$ cat src/rtl/instr_fetch_queue_if.sv
// instr_fetch_queue_if: bundles the loader handshake and the processor-facing issue signals.
//   ld_valid / ld_data / ld_ready : loader pushes 32-bit instruction words into the queue
//   hold                          : processor stall, freezes the current issue window
//   instruction / instr_valid / pc: instruction currently presented to the processor
//   halted                        : a halt instruction has finished its issue window
// Modports: master = loader/processor side, slave = the fetch queue.
interface instr_fetch_queue_if;
  logic        ld_valid;
  logic [31:0] ld_data;
  logic        ld_ready;
  logic        hold;
  logic [31:0] instruction;
  logic        instr_valid;
  logic [31:0] pc;
  logic        halted;

  modport master (
    output ld_valid, ld_data, hold,
    input  ld_ready, instruction, instr_valid, pc, halted
  );

  modport slave (
    input  ld_valid, ld_data, hold,
    output ld_ready, instruction, instr_valid, pc, halted
  );
endinterface

$ cat src/rtl/instr_fetch_queue.sv
// instr_fetch_queue: FIFO of instruction words feeding a timed issue window.
// Each popped word is presented for ISSUE_CYCLES un-held clocks. A word whose opcode
// (bits [31:26]) equals HALT_OP parks the queue in a terminal halted state at the end
// of its window; only reset leaves it.
// Ports:
//   clk   : clock, rising edge
//   reset : asynchronous, active-high; clears all state
//   bus   : instr_fetch_queue_if.slave (loader handshake + issue outputs)
module instr_fetch_queue #(
  parameter int unsigned DEPTH        = 4,
  parameter int unsigned ISSUE_CYCLES = 2,
  parameter logic [5:0]  HALT_OP      = 6'h3F
) (
  input logic                  clk,
  input logic                  reset,
  instr_fetch_queue_if.slave   bus
);

  localparam int unsigned PtrW = $clog2(DEPTH);
  localparam int unsigned CntW = $clog2(DEPTH + 1);
  localparam logic [3:0]  LastCnt = 4'(ISSUE_CYCLES - 1);

  typedef enum logic [1:0] {StIdle, StIssue, StHalt} state_e;

  state_e            state_q, state_d;
  logic [31:0]       mem_q [DEPTH];
  logic [PtrW-1:0]   wr_ptr_q, rd_ptr_q;
  logic [CntW-1:0]   count_q, count_d;
  logic [3:0]        cnt_q, cnt_d;
  logic [31:0]       instr_q, instr_d;
  logic              valid_q, valid_d;
  logic [31:0]       pc_q, pc_d;
  logic              halted_q, halted_d;
  // Set once the first word has issued; the first word gets pc 0, later ones pc+1.
  logic              issued_q, issued_d;
  logic              push, pop, ld_ready;

  // Registered count only: a same-cycle pop does not open a slot for the loader.
  assign ld_ready = (count_q < CntW'(DEPTH));
  assign push     = bus.ld_valid && ld_ready;

  always_comb begin
    state_d  = state_q;
    instr_d  = instr_q;
    valid_d  = valid_q;
    pc_d     = pc_q;
    halted_d = halted_q;
    cnt_d    = cnt_q;
    issued_d = issued_q;
    pop      = 1'b0;

    unique case (state_q)
      StIdle: begin
        valid_d = 1'b0;
        if (count_q != '0 && !bus.hold) begin
          pop     = 1'b1;
          state_d = StIssue;
        end
      end
      StIssue: begin
        if (!bus.hold) begin
          if (cnt_q == LastCnt) begin
            if (instr_q[31:26] == HALT_OP) begin
              state_d  = StHalt;
              valid_d  = 1'b0;
              halted_d = 1'b1;
            end else if (count_q != '0) begin
              pop = 1'b1;  // back-to-back issue, stay in StIssue
            end else begin
              state_d = StIdle;
              valid_d = 1'b0;
            end
          end else begin
            cnt_d = cnt_q + 4'd1;
          end
        end
      end
      StHalt: begin
        valid_d = 1'b0;
      end
      default: state_d = StIdle;
    endcase

    if (pop) begin
      instr_d  = mem_q[rd_ptr_q];
      valid_d  = 1'b1;
      cnt_d    = '0;
      pc_d     = issued_q ? pc_q + 32'd1 : 32'd0;
      issued_d = 1'b1;
    end
  end

  always_comb begin
    count_d = count_q;
    unique case ({push, pop})
      2'b10:   count_d = count_q + CntW'(1);
      2'b01:   count_d = count_q - CntW'(1);
      default: count_d = count_q;
    endcase
  end

  always_ff @(posedge clk or posedge reset) begin
    if (reset) begin
      state_q  <= StIdle;
      wr_ptr_q <= '0;
      rd_ptr_q <= '0;
      count_q  <= '0;
      cnt_q    <= '0;
      instr_q  <= '0;
      valid_q  <= 1'b0;
      pc_q     <= '0;
      halted_q <= 1'b0;
      issued_q <= 1'b0;
      for (int i = 0; i < int'(DEPTH); i++) begin
        mem_q[i] <= '0;
      end
    end else begin
      state_q  <= state_d;
      count_q  <= count_d;
      cnt_q    <= cnt_d;
      instr_q  <= instr_d;
      valid_q  <= valid_d;
      pc_q     <= pc_d;
      halted_q <= halted_d;
      issued_q <= issued_d;
      if (push) begin
        mem_q[wr_ptr_q] <= bus.ld_data;
        wr_ptr_q        <= wr_ptr_q + PtrW'(1);
      end
      if (pop) begin
        rd_ptr_q <= rd_ptr_q + PtrW'(1);
      end
    end
  end

  assign bus.ld_ready    = ld_ready;
  assign bus.instruction = instr_q;
  assign bus.instr_valid = valid_q;
  assign bus.pc          = pc_q;
  assign bus.halted      = halted_q;

endmodule

$ cat src/flat_wrapper.sv
// flat-port wrapper written by rule: the top's interface ports become plain ports
module instr_fetch_queue_flat 
#(
  parameter int unsigned DEPTH        = 4,
  parameter int unsigned ISSUE_CYCLES = 2,
  parameter logic [5:0]  HALT_OP      = 6'h3F
)
  (clk, reset, bus_ld_valid, bus_ld_data, bus_hold, bus_ld_ready, bus_instruction, bus_instr_valid, bus_pc, bus_halted);
  instr_fetch_queue_if bus_i ();
  input logic clk;
  input logic reset;
  input wire logic [$bits(bus_i.ld_valid)-1:0] bus_ld_valid;
  input wire logic [$bits(bus_i.ld_data)-1:0] bus_ld_data;
  input wire logic [$bits(bus_i.hold)-1:0] bus_hold;
  output wire logic [$bits(bus_i.ld_ready)-1:0] bus_ld_ready;
  output wire logic [$bits(bus_i.instruction)-1:0] bus_instruction;
  output wire logic [$bits(bus_i.instr_valid)-1:0] bus_instr_valid;
  output wire logic [$bits(bus_i.pc)-1:0] bus_pc;
  output wire logic [$bits(bus_i.halted)-1:0] bus_halted;
  assign bus_i.ld_valid = bus_ld_valid;
  assign bus_i.ld_data = bus_ld_data;
  assign bus_i.hold = bus_hold;
  assign bus_ld_ready = bus_i.ld_ready;
  assign bus_instruction = bus_i.instruction;
  assign bus_instr_valid = bus_i.instr_valid;
  assign bus_pc = bus_i.pc;
  assign bus_halted = bus_i.halted;
  instr_fetch_queue #(.DEPTH(DEPTH), .ISSUE_CYCLES(ISSUE_CYCLES), .HALT_OP(HALT_OP)) u_core (.clk(clk), .reset(reset), .bus(bus_i));
endmodule
$ cat config.mk
export PLATFORM = sky130hd
export DESIGN_NAME = instr_fetch_queue_flat
export DESIGN_NICKNAME = d
export VERILOG_FILES = /design/src/rtl/instr_fetch_queue_if.sv /design/src/rtl/instr_fetch_queue.sv /design/src/flat_wrapper.sv
export SDC_FILE = /design/constraint.sdc
export NUM_CORES = 1
export LEC_CHECK = 0
export ABC_AREA = 1
export CORE_ASPECT_RATIO = 0.8
export CORE_MARGIN = 2
export CORE_UTILIZATION = 57
export CTS_CLUSTER_DIAMETER = 100
export DETAILED_ROUTE_END_ITERATION = 12
export GPL_TIMING_DRIVEN = 0
export PLACE_DENSITY = 0.81
export REMOVE_ABC_BUFFERS = 1
export SETUP_SLACK_MARGIN = 0.05
export SYNTH_ARGS = -nofsm -noshare
export SYNTH_HDL_FRONTEND = slang
export SYNTH_SLANG_ARGS = --single-unit
$ cat constraint.sdc
create_clock -name clk -period 10.2 [get_ports clk]
set_clock_uncertainty 0.1 [all_clocks]
set_input_delay 2.04 -clock clk [delete_from_list [all_inputs] [get_ports clk]]
set_output_delay 2.04 -clock clk [all_outputs]
set_load 0.05 [all_outputs]
==> flow_summary_export.csv <==
group,metric,value,unit
run_status,status,"completed",
clock_network,cts_made_buffers,22,
grt,grt_max_degree,106,
synth,yosys.area.top_type,"dfrtp_1",
drt,drtIter0Drc,520,
grt,grt_usage,0.258,
sta,hold_viol,0,
cells_and_area,layout-drive-gt1-share,0.0398,
cells_and_area,syn2layout_area_growth,18.9,%
synth,synth_edf_count,0,
drt,avgViaCountPerCell,5.50,
clock_network,cts.path.max_buffers,3,
synth,synthTopCellsByArea,"dfrtp_1, nand2_1, o21ai_0",
synth,ys.flop_type,"dfrtp_1",
power,power.total,1.69,mW
grt,grt_first_pass_wirelength,37800,um
synth,yosysTopAreaCellShare,0.541,
clock_network,cts-hold-fix-buffers,0,
clock_network,tritoncts,"done",
floorplan,initial_core_util,0.581,
synth,avgSynthCellArea,8.01,um2
grt,gr-total-overflow,0,
placed_design,dp_hpwl,13200,um
synth,ys_seq_area_frac,0.541,
sta,max-slew-margin-rel,0.194,
power,clock_power_share,0.490,
clock_network,clock-sinks,208,
drt,drt-total-wl,22600,um
placed_design,gp_congestion,0.892,
grt,grt_pass1_vias,7828,
power,p_int,1.34,mW
floorplan,die_h,120,um
drt,vias,8274,
power,switching_share,0.206,
floorplan,die-area,0.0179,mm2
floorplan,rows,42,
sta,layout_worst_path_cycle_share,0.444,
synth,synthCells,1200,
sta,setup-violations-final,0,
clock_network,cts_resized,0,
power,leakage,5.36,nW
sta,min_period,4.53,ns
cells_and_area,finalNetCount,1313,
cells_and_area,fin_util,0.691,
grt,antenna_found_initial,0,
power,seqPwrFrac,0.488,
clock_network,clk_pin_slew,0.06,ns
setup_path,cp-end-kind,"flop",
synth,syn_area,0.00962,mm2
clock_network,cts_root_buf,"clkbuf_16",
floorplan,core,0.0166,mm2
synth,yosysUniqueCellTypes,26,
cells_and_area,layout_common_cells,"nand2_1, o21ai_0, dfrtp_1",
cells_and_area,final_common_cell,"nand2_1",
power,vdd_drop_max,120,uV
sta,fin_setup_tns,0,ns
setup_path,crit_type,"input port to flop",
power,p_sw,0.348,mW
drt,drc,0,
worst_hold_path,hold_class,"flop to flop",
clock_network,cts_htree_levels,1,
synth,async_reset_ff_frac,1.00,
power,p_comb_frac,0.023,
clock_network,clock_latency,0.50,ns
sta,worst_slew_pin_slew,1.20,ns
setup_path,cp.arrival,4.74,ns
synth,yosysWarnings,0,
synth,synth-seq-cells,208,
power,cellPowerDensity,148,mW/mm2
drt,firstDrtPassIters,5,
sta,rsz0062_at_grt,"false",
cells_and_area,n_antenna_cell,0,
sta,fmax,0.221,GHz
drt,avgRoutedWirePerCell,15.0,um
flow_run,max-cap-violations,0,
setup_path,required,10.41,ns
clock_network,cts_setup_buffers,0,
floorplan,io_pins,103,
floorplan,fp.dieW,149,um
setup_path,startpoint_type,"input port",
sta,slew_viol_final,0,
drt,drtAntennaViolNets,0,
setup_path,worstPathMaxFanout,76,
placed_design,port_buffers,102,
==> stage by stage <==
step                cell area (um2)  setup slack [ns]  instances  hold WS (ns)
finish                        11400              5.67       1503         0.367
global route                  11400              5.42       1503         0.395
CTS                           11400              5.68       1503         0.372
detailed placement            10700              5.18       1464         0.357
global placement              10600            -0.264       1462         0.349
floorplan                      9320              2.38       1140         0.337
==> critical path, cell delays in order <==
cell,delay (ns)
clkdlybuf4s50_1,0.46
inv_1,0.06
nand2_1,0.08
a21oi_2,0.04
nand2_1,0.13
nand2_4,0.50
inv_2,1.13
o21ai_0,0.25
==> layout make-up <==
cell class,count,area [um2]
clock inverters,6,83.8
inverters,84,323
flip-flops and latches,208,5210
repair buffers,104,1070
multi-input cells,848,3810
fillers,1370,5110
well taps,220,275
clock buffers,33,673
==> metal layers <==
layer | track usage | part of all wire | vias to the layer above
met2 | 0.420 | 0.47 | 278
met3 | 0.0366 | 0.064 | 49
met1 | 0.369 | 0.44 | 3933
li1 | - | - | 4014
met4 | 0.0696 | 0.022 | 0
met5 | 0 | 0 | -
==> registers in the layout (all words and copies together), names as in the netlist <==
| name | cells |
|---|---|
| u_core.bus.pc | 32 |
| u_core.wr_ptr_q | 2 |
| u_core.cnt_q | 4 |
| u_core.count_q | 3 |
| u_core.mem_q | 128 |
| u_core.rd_ptr_q | 2 |
| u_core.bus.halted | 1 |
| u_core.state_q | 2 |
| u_core.bus.instruction | 32 |
| u_core.issued_q | 1 |
| u_core.bus.instr_valid | 1 |
==> cells in the mapped netlist (2+ instances only) <==
library cell  count
nor2_1          127
buf_4             2
a21oi_1           5
nand3_1          27
nor3_1            2
o21ai_1           4
buf_2            24
o22ai_1          32
xor2_1            6
inv_1            81
nand4_1          23
buf_6             4
o21bai_1          4
o21ai_0         208
dfrtp_1         208
inv_2             3
nand2_2           5
nand2_1         390
clkbuf_1         30
nor2_4            2
ha_1              8
==> cells by family (layout without fill, tap and decap cells) <==
group,Yosys count,in the layout,synth area share
AO/OA/AOI/OAI,255,255,0.139
XOR/XNOR,7,7,0.00638
flip-flops,208,208,0.541
adder cells (fa/ha/maj),9,9,0.0125
AND/OR/NAND/NOR,577,577,0.238
buffers and inverters,144,227,0.0632
==> power by group through the flow <==
stage | combinational (mW) | clock, mW | sequential [mW]
2_1_floorplan | 0.0168 | 0 | 0.841
3_3_place_gp | 0.0376 | 0 | 0.841
3_5_place_dp | 0.0394 | 0 | 0.840
4_1_cts | 0.0395 | 0.842 | 0.825
5_1_grt | 0.0437 | 0.873 | 0.825
6_report | 0.0382 | 0.829 | 0.825
==> final timing paths <==
kind                                    from  slack (ns)  cells after the start                          to
max                                 bus_hold        5.67                      8      u_core.bus.instr_valid
min                        u_core.bus.halted        0.37                      2           u_core.bus.halted
max reg2reg                  u_core.cnt_q[0]        7.09                      7      u_core.bus.instr_valid
min reg2reg                u_core.bus.halted        0.37                      2           u_core.bus.halted
max in group asynchronous              reset        7.11                      3          u_core.rd_ptr_q[0]
min in group asynchronous              reset        1.94                      2  u_core.bus.instruction[18]
No activity file was read; power rests on OpenSTA's default activity.
